--- src/rtl/ir_pkg.sv ---
// Shared types and timing windows (in sample ticks) for the NEC IR receiver.
package ir_pkg;

    typedef enum logic [2:0] {
        S_IDLE,
        S_LEAD_MARK,
        S_LEAD_SPACE,
        S_BIT_MARK,
        S_BIT_SPACE,
        S_STOP,
        S_RPT_STOP
    } ir_state_t;

    localparam logic [7:0] LEAD_MARK_MIN  = 8'd56;
    localparam logic [7:0] LEAD_MARK_MAX  = 8'd72;
    localparam logic [7:0] LEAD_SPACE_MIN = 8'd28;
    localparam logic [7:0] LEAD_SPACE_MAX = 8'd36;
    localparam logic [7:0] RPT_SPACE_MIN  = 8'd12;
    localparam logic [7:0] RPT_SPACE_MAX  = 8'd20;

    localparam int UNIT_TICKS      = 4;
    localparam int ONE_SPACE_TICKS = 12;

    localparam logic [7:0] WIDTH_SAT = 8'd255;

    function automatic logic in_window(input logic [7:0] val,
                                       input logic [7:0] lo,
                                       input logic [7:0] hi);
        return (val >= lo) && (val <= hi);
    endfunction

endpackage

--- src/rtl/ir_tick_gen.sv ---
// Free-running divider: one-cycle tick every TICK_DIV clocks (TICK_DIV >= 2).
module ir_tick_gen #(
    parameter int TICK_DIV = 7031
) (
    input  logic clk,
    input  logic reset,
    output logic tick
);
    localparam int CW = $clog2(TICK_DIV);
    localparam logic [CW-1:0] LAST = CW'(TICK_DIV - 1);

    logic [CW-1:0] cnt;

    always_ff @(posedge clk) begin
        if (reset) begin
            cnt  <= '0;
            tick <= 1'b0;
        end else if (cnt == LAST) begin
            cnt  <= '0;
            tick <= 1'b1;
        end else begin
            cnt  <= cnt + 1'b1;
            tick <= 1'b0;
        end
    end

endmodule

--- src/rtl/ir_nec_rx.sv ---
// NEC IR frame receiver: decodes address/command and checks both inverse bytes.
// Define IR_REPEAT_EN to accept NEC repeat codes and drive repeat_valid.
module ir_nec_rx
    import ir_pkg::*;
#(
    parameter int TICK_DIV   = 7031,
    parameter int ACTIVE_LOW = 1,
    parameter int TOL        = 2
) (
    input  logic       clk,
    input  logic       reset,
    input  logic       ir_in,
    output logic       code_valid,
    output logic [7:0] address,
    output logic [7:0] command,
    output logic       repeat_valid,
    output logic       frame_err
);
    localparam logic [7:0] BIT_MIN  = 8'(UNIT_TICKS - TOL);
    localparam logic [7:0] BIT_MAX  = 8'(UNIT_TICKS + TOL);
    localparam logic [7:0] ONE_MIN  = 8'(ONE_SPACE_TICKS - TOL);
    localparam logic [7:0] ONE_MAX  = 8'(ONE_SPACE_TICKS + TOL);
    localparam logic       IDLE_LVL = (ACTIVE_LOW != 0);

    logic        tick;
    logic        ir_meta, ir_sync;
    logic        mark, mark_d, mark_edge, mark_rise;
    logic [7:0]  width;
    ir_state_t   state, state_n, reject_state;
    logic [4:0]  bit_idx, bit_idx_n;
    logic [31:0] shreg, shreg_n;
    logic        cv_n, fe_n;
    logic        unit_ok, one_ok, lead_mark_ok, lead_space_ok, inverse_ok;

    ir_tick_gen #(.TICK_DIV(TICK_DIV)) u_tick (
        .clk  (clk),
        .reset(reset),
        .tick (tick)
    );

    // Synchronizer resets to the idle line level so no edge is seen after reset.
    always_ff @(posedge clk) begin
        if (reset) begin
            ir_meta <= IDLE_LVL;
            ir_sync <= IDLE_LVL;
            mark_d  <= 1'b0;
        end else begin
            ir_meta <= ir_in;
            ir_sync <= ir_meta;
            mark_d  <= mark;
        end
    end

    assign mark      = ir_sync ^ IDLE_LVL;
    assign mark_edge = mark ^ mark_d;
    assign mark_rise = mark_edge & mark;

    always_ff @(posedge clk) begin
        if (reset || mark_edge)
            width <= '0;
        else if (tick && width != WIDTH_SAT)
            width <= width + 1'b1;
    end

    assign unit_ok       = in_window(width, BIT_MIN, BIT_MAX);
    assign one_ok        = in_window(width, ONE_MIN, ONE_MAX);
    assign lead_mark_ok  = in_window(width, LEAD_MARK_MIN, LEAD_MARK_MAX);
    assign lead_space_ok = in_window(width, LEAD_SPACE_MIN, LEAD_SPACE_MAX);
    assign inverse_ok    = (shreg[15:8] == ~shreg[7:0]) && (shreg[31:24] == ~shreg[23:16]);
    // A rejected rising edge is itself a burst start, so it may be a new leader.
    assign reject_state  = mark_rise ? S_LEAD_MARK : S_IDLE;

`ifdef IR_REPEAT_EN
    logic rv_n;
    logic frame_seen;
    logic rpt_space_ok;
    assign rpt_space_ok = in_window(width, RPT_SPACE_MIN, RPT_SPACE_MAX);
`endif

    always_comb begin
        state_n   = state;
        bit_idx_n = bit_idx;
        shreg_n   = shreg;
        cv_n      = 1'b0;
        fe_n      = 1'b0;
`ifdef IR_REPEAT_EN
        rv_n      = 1'b0;
`endif
        if (mark_edge) begin
            case (state)
                S_IDLE: begin
                    if (mark_rise) state_n = S_LEAD_MARK;
                end
                S_LEAD_MARK: begin
                    if (lead_mark_ok) state_n = S_LEAD_SPACE;
                    else begin fe_n = 1'b1; state_n = reject_state; end
                end
                S_LEAD_SPACE: begin
                    if (lead_space_ok) begin
                        state_n   = S_BIT_MARK;
                        bit_idx_n = '0;
                    end
`ifdef IR_REPEAT_EN
                    else if (rpt_space_ok) state_n = S_RPT_STOP;
`endif
                    else begin fe_n = 1'b1; state_n = reject_state; end
                end
                S_BIT_MARK: begin
                    if (unit_ok) state_n = S_BIT_SPACE;
                    else begin fe_n = 1'b1; state_n = reject_state; end
                end
                S_BIT_SPACE: begin
                    if (unit_ok || one_ok) begin
                        shreg_n   = {!unit_ok, shreg[31:1]};
                        bit_idx_n = bit_idx + 1'b1;
                        state_n   = (bit_idx == 5'd31) ? S_STOP : S_BIT_MARK;
                    end else begin
                        fe_n    = 1'b1;
                        state_n = reject_state;
                    end
                end
                S_STOP: begin
                    if (unit_ok) begin
                        cv_n    = inverse_ok;
                        fe_n    = !inverse_ok;
                        state_n = S_IDLE;
                    end else begin
                        fe_n    = 1'b1;
                        state_n = reject_state;
                    end
                end
`ifdef IR_REPEAT_EN
                S_RPT_STOP: begin
                    if (unit_ok) begin
                        rv_n    = frame_seen;
                        fe_n    = !frame_seen;
                        state_n = S_IDLE;
                    end else begin
                        fe_n    = 1'b1;
                        state_n = reject_state;
                    end
                end
`endif
                default: state_n = S_IDLE;
            endcase
        end else if (state != S_IDLE && width == WIDTH_SAT) begin
            fe_n    = 1'b1;
            state_n = S_IDLE;
        end
    end

    always_ff @(posedge clk) begin
        if (reset) begin
            state      <= S_IDLE;
            bit_idx    <= '0;
            shreg      <= '0;
            code_valid <= 1'b0;
            frame_err  <= 1'b0;
            address    <= 8'h00;
            command    <= 8'h00;
        end else begin
            state      <= state_n;
            bit_idx    <= bit_idx_n;
            shreg      <= shreg_n;
            code_valid <= cv_n;
            frame_err  <= fe_n;
            if (cv_n) begin
                address <= shreg[7:0];
                command <= shreg[23:16];
            end
        end
    end

`ifdef IR_REPEAT_EN
    always_ff @(posedge clk) begin
        if (reset) begin
            frame_seen   <= 1'b0;
            repeat_valid <= 1'b0;
        end else begin
            repeat_valid <= rv_n;
            if (cv_n) frame_seen <= 1'b1;
        end
    end
`else
    assign repeat_valid = 1'b0;
`endif

endmodule
--- config.mk ---
export PLATFORM = sky130hd
export DESIGN_NAME = ir_nec_rx
export DESIGN_NICKNAME = d
export VERILOG_FILES = /design/src/rtl/ir_pkg.sv /design/src/rtl/ir_tick_gen.sv /design/src/rtl/ir_nec_rx.sv
export SDC_FILE = /design/constraint.sdc
export NUM_CORES = 1
export LEC_CHECK = 0
export CAP_MARGIN = 30
export CORE_UTILIZATION = 60
export CTS_BUF_LIST = sky130_fd_sc_hd__clkbuf_8
export DETAILED_ROUTE_END_ITERATION = 12
export PLACE_DENSITY = 0.8
export SLEW_MARGIN = 40
export SYNTH_ARGS = -nofsm -noshare
export SYNTH_HDL_FRONTEND = slang
export SYNTH_SLANG_ARGS = --single-unit
export TNS_END_PERCENT = 10
--- constraint.sdc ---
create_clock -name clk -period 5.8 [get_ports clk]
set_input_delay 0.87 -clock clk [delete_from_list [all_inputs] [get_ports clk]]
set_output_delay 0.87 -clock clk [all_outputs]
set_load 0.05 [all_outputs]
==> parameters.txt <==
Parameter                              Value

Run status
  Run status ... complete, no violations

GRT
  Total congestion overflow ... 0
  Number of antenna violations at the first check in global routing ... 0
  All-layer global routing usage ... 0.2309
  Number of global-route vias before repair ... 2,720
  Wire length of the first global-routing pass ... 13,020 um
  Maximum number of pins on one net before global-route repair ... 57

Finish
  Number of antenna cells inserted ... 0
  Filler Cells Inserted ... 512
  Share of layout cells above drive strength 1 ... 0.08784
  Final design area excluding fillers ... ~4400 um2
  Reg area ... 1662 um2
  Multi-input combinational cell area ... 2141 um2
  Number of nets in the final layout ... 451
  Relative area change from synthesis to final layout ... 9.251%

STA
  Share of the cycle needed by the critical path after routing ... 0.4230
  Total of endpoints with negative setup slack in the final report ... 0
  Highest Clock Rate ... 0.4076 GHz
  Count of pins over their slew limit ... 0
  Final total negative setup slack ... 0 ns
  Transition at the pin with the smallest max-transition slack ... 0.7273 ns
  Minimum period implied by the final worst setup slack ... 2.453 ns
  Setup repair after global routing missed its margin ... false
  Worst relative slew slack ... 0.5139
  Endpoints failing hold ... 0
  Worst-case clock skew ... 0.01070 ns

Route
  Length of the first detailed-routing pass in iterations ... 4
  Number of DRC markers after the initial detailed-route iteration ... 181
  Total number of vias ... 3,089
  Average detailed-routed wire length per instance ... 14.34 um
  Antenna-violating nets left ... 0
  DR vias/cell ... 5.929
  Number of remaining DRC errors ... 0
  Sum of routed wire length over all layers ... ~7500 um

Logic synthesis
  EDFF count, synth ... 0
  Share of synthesized registers carrying an async set or reset ... 0
  Cell taking the most area after synthesis ... sky130_fd_sc_hd__dfxtp_1
  Most frequent cell after synthesis ... sky130_fd_sc_hd__dfxtp_1
  Leading post-synthesis cells by instance count ... sky130_fd_sc_hd__dfxtp_1 (83), sky130_fd_sc_hd__nor2_1 (64), sky130_fd_sc_hd__mux2i_1 (32)
  Post-synth net total ... 449
  Number of warnings issued by yosys ... 0
  Area contributors post-synth ... sky130_fd_sc_hd__dfxtp_1 (42%), sky130_fd_sc_hd__mux2i_1 (8.0%), sky130_fd_sc_hd__nor2_1 (6.0%)
  Sequential-to-total area share from yosys stat ... 0.4164
  Flip-flop and latch count after synthesis ... 83
  Yosys top cell area share ... 0.4164
  Synth Area per Inst ... 9.131 um2
  Netlist cell types ... 61
  Cells after synthesis ... 437
  Commonest register cell after synthesis ... sky130_fd_sc_hd__dfxtp_1
  Total standard cell area after synthesis ... 3990 um2

Power and ir drop
  Leakage component of the power ... approximately 0.0017 uW
  Worst-case vdd ir drop ... 0.1791 mV
  Power density over the cells ... 240.6 nW/um2
  Post-layout power ... 1049 uW

Worst setup path
  Crit Path Category ... flop to flop
  Launch instance of the worst register-to-register path ... width[7]$_SDFFE_PP0P_
  Number of cells on the worst reg-to-reg path ... 5
  CP startpoint kind ... flop
  Data arrival at the endpoint of the critical path ... 2.74 ns
  Terminus of the critical flop-to-flop path ... address[4]$_SDFFE_PP0P_
  Nature of the critical path endpoint ... flop
  Critical path fanouts, max ... 17
  Data required time at the worst endpoint ... 6.08 ns
  First element of the critical path ... width[7]$_SDFFE_PP0P_
  Crit path to ... address[4]$_SDFFE_PP0P_
  Worst R2R Setup Slack ... roughly 3.3 ns

Place
  Area after DPL ... just over 4000 um2
  Port Buffer Count ... 20
  HPWL Detailed ... 5146 um
  Placer congestion estimate ... 0.8153

Clocking
  Total clock buffers created by CTS ... 9
  CTS tree ... done
  Clock-pin slew of the registers on the worst-case setup and hold paths ... 0.09 ns
  Number of setup buffers added after CTS ... 0
  Number of instances resized during post-cts repair ... 0
  Hold Buf Count CTS ... 0
  Clk buf depth ... 2
  Clock latency on the worst-skew pair ... 0.35 ns
  Total number of clock tree sinks ... 83
  Total number of H-tree levels ... 3
  Root Buffer Master ... sky130_fd_sc_hd__clkbuf_8

Die
  Number of top-level pins ... 22
  Width of the die ... between 80 and 90 um
  Area of the die ... 6981 um2
  Total core area ... ~6400 um2
  Row count ... 29
  Overall die height ... 83.55 um
  Starting Density ... 0.6248

Hold path
  Worst min path class ... flop to flop

Run
  Maxcap violations ... 0
==> layout by cell type, fill, tap and decap left out, types with 6 or more instances in the layout <==
master,Yosys,final
sky130_fd_sc_hd__dfxtp_1,83,83
sky130_fd_sc_hd__nor2_1,64,63
sky130_fd_sc_hd__mux2i_1,32,32
sky130_fd_sc_hd__xnor2_1,25,25
sky130_fd_sc_hd__a21oi_1,23,23
sky130_fd_sc_hd__nand2_1,22,22
sky130_fd_sc_hd__nand4_1,20,20
sky130_fd_sc_hd__clkdlybuf4s50_1,0,19
sky130_fd_sc_hd__nand3_1,12,12
sky130_fd_sc_hd__inv_1,9,10
sky130_fd_sc_hd__o31ai_2,9,9
sky130_fd_sc_hd__ha_1,9,9
sky130_fd_sc_hd__clkbuf_8,0,9
sky130_fd_sc_hd__and3_1,8,8
sky130_fd_sc_hd__o31ai_1,8,8
sky130_fd_sc_hd__o21ai_0,7,7
sky130_fd_sc_hd__xor2_1,7,7
sky130_fd_sc_hd__nor4_1,6,6
==> cell families (layout without fill, tap and decap cells) <==
| family | count (synthesis) | in the layout | synth area share |
|---|---|---|---|
| simple gates | 167 | 167 | 0.2167 |
| flops | 83 | 83 | 0.4164 |
| compound gates | 72 | 72 | 0.1339 |
| buf+inv | 40 | 47 | 0.05048 |
| mux | 33 | 33 | 0.08310 |
| xor+xnor | 32 | 32 | 0.07024 |
| fa+ha+maj | 9 | 9 | 0.02822 |
| other cells | 1 | 1 | 0.0009398 |
==> worst max-delay path: stages, from the launching register on <==
cell	delay (ns)
sky130_fd_sc_hd__dfxtp_1	0.40
sky130_fd_sc_hd__or4_4	0.61
sky130_fd_sc_hd__nor4_4	0.41
sky130_fd_sc_hd__and3_1	0.59
sky130_fd_sc_hd__nand4_1	0.20
sky130_fd_sc_hd__a21oi_1	0.16
==> final cells by class <==
cell class | count | area share
well taps | 77 | 0.02210
clock inverters | 7 | 0.02153
inverters | 10 | 0.008611
repair buffers | 21 | 0.04707
multi-input cells | 314 | 0.4911
flip-flops and latches | 83 | 0.3812
clock buffers | 9 | 0.02842
==> worst min-delay path by stage <==
stage                             from                  to  slack [ns]  cells after the start
floorplan           ir_meta$_SDFF_PP1_  ir_sync$_SDFF_PP1_        0.39                      1
global placement    ir_meta$_SDFF_PP1_  ir_sync$_SDFF_PP1_        0.39                      1
detailed placement  ir_meta$_SDFF_PP1_  ir_sync$_SDFF_PP1_        0.41                      1
CTS                 ir_meta$_SDFF_PP1_  ir_sync$_SDFF_PP1_        0.43                      1
global route        ir_meta$_SDFF_PP1_  ir_sync$_SDFF_PP1_        0.45                      1
finish              ir_meta$_SDFF_PP1_  ir_sync$_SDFF_PP1_        0.43                      1
==> stage by stage <==
stage	setup WS [ns]	cells	hold WS, ns	utilization
floorplan	3.463	437	0.3895	-
global placement	2.734	505	0.3926	0.6460
detailed placement	3.077	505	0.4089	0.6473
CTS	3.330	521	0.4308	0.6814
global route	3.190	521	0.4531	0.6826
finish	3.347	521	0.4287	0.6826
==> where the power goes <==
part,switching (uW),internal (uW),total [uW]
combinational,18.6,8.16,26.8
sequential,4.85,573,578
clock,203,242,445
==> routing by layer <==
| metal | wire [um] | up-vias | GRT usage |
|---|---|---|---|
| met5 | 0 | - | 0 |
| li1 | - | 1554 | - |
| met1 | 3549 | 1467 | 0.3184 |
| met3 | 336 | 4 | 0.05341 |
| met4 | 47 | 0 | 0.08166 |
| met2 | 3537 | 64 | 0.3562 |
==> flip-flops by register name (all words and copies together), names as in the netlist, 3 cells and up <==
signal / cells
shreg: 32
u_tick.cnt: 13
address: 8
command: 8
width: 8
bit_idx: 5
state: 3
(Power assumes the default switching activity.)
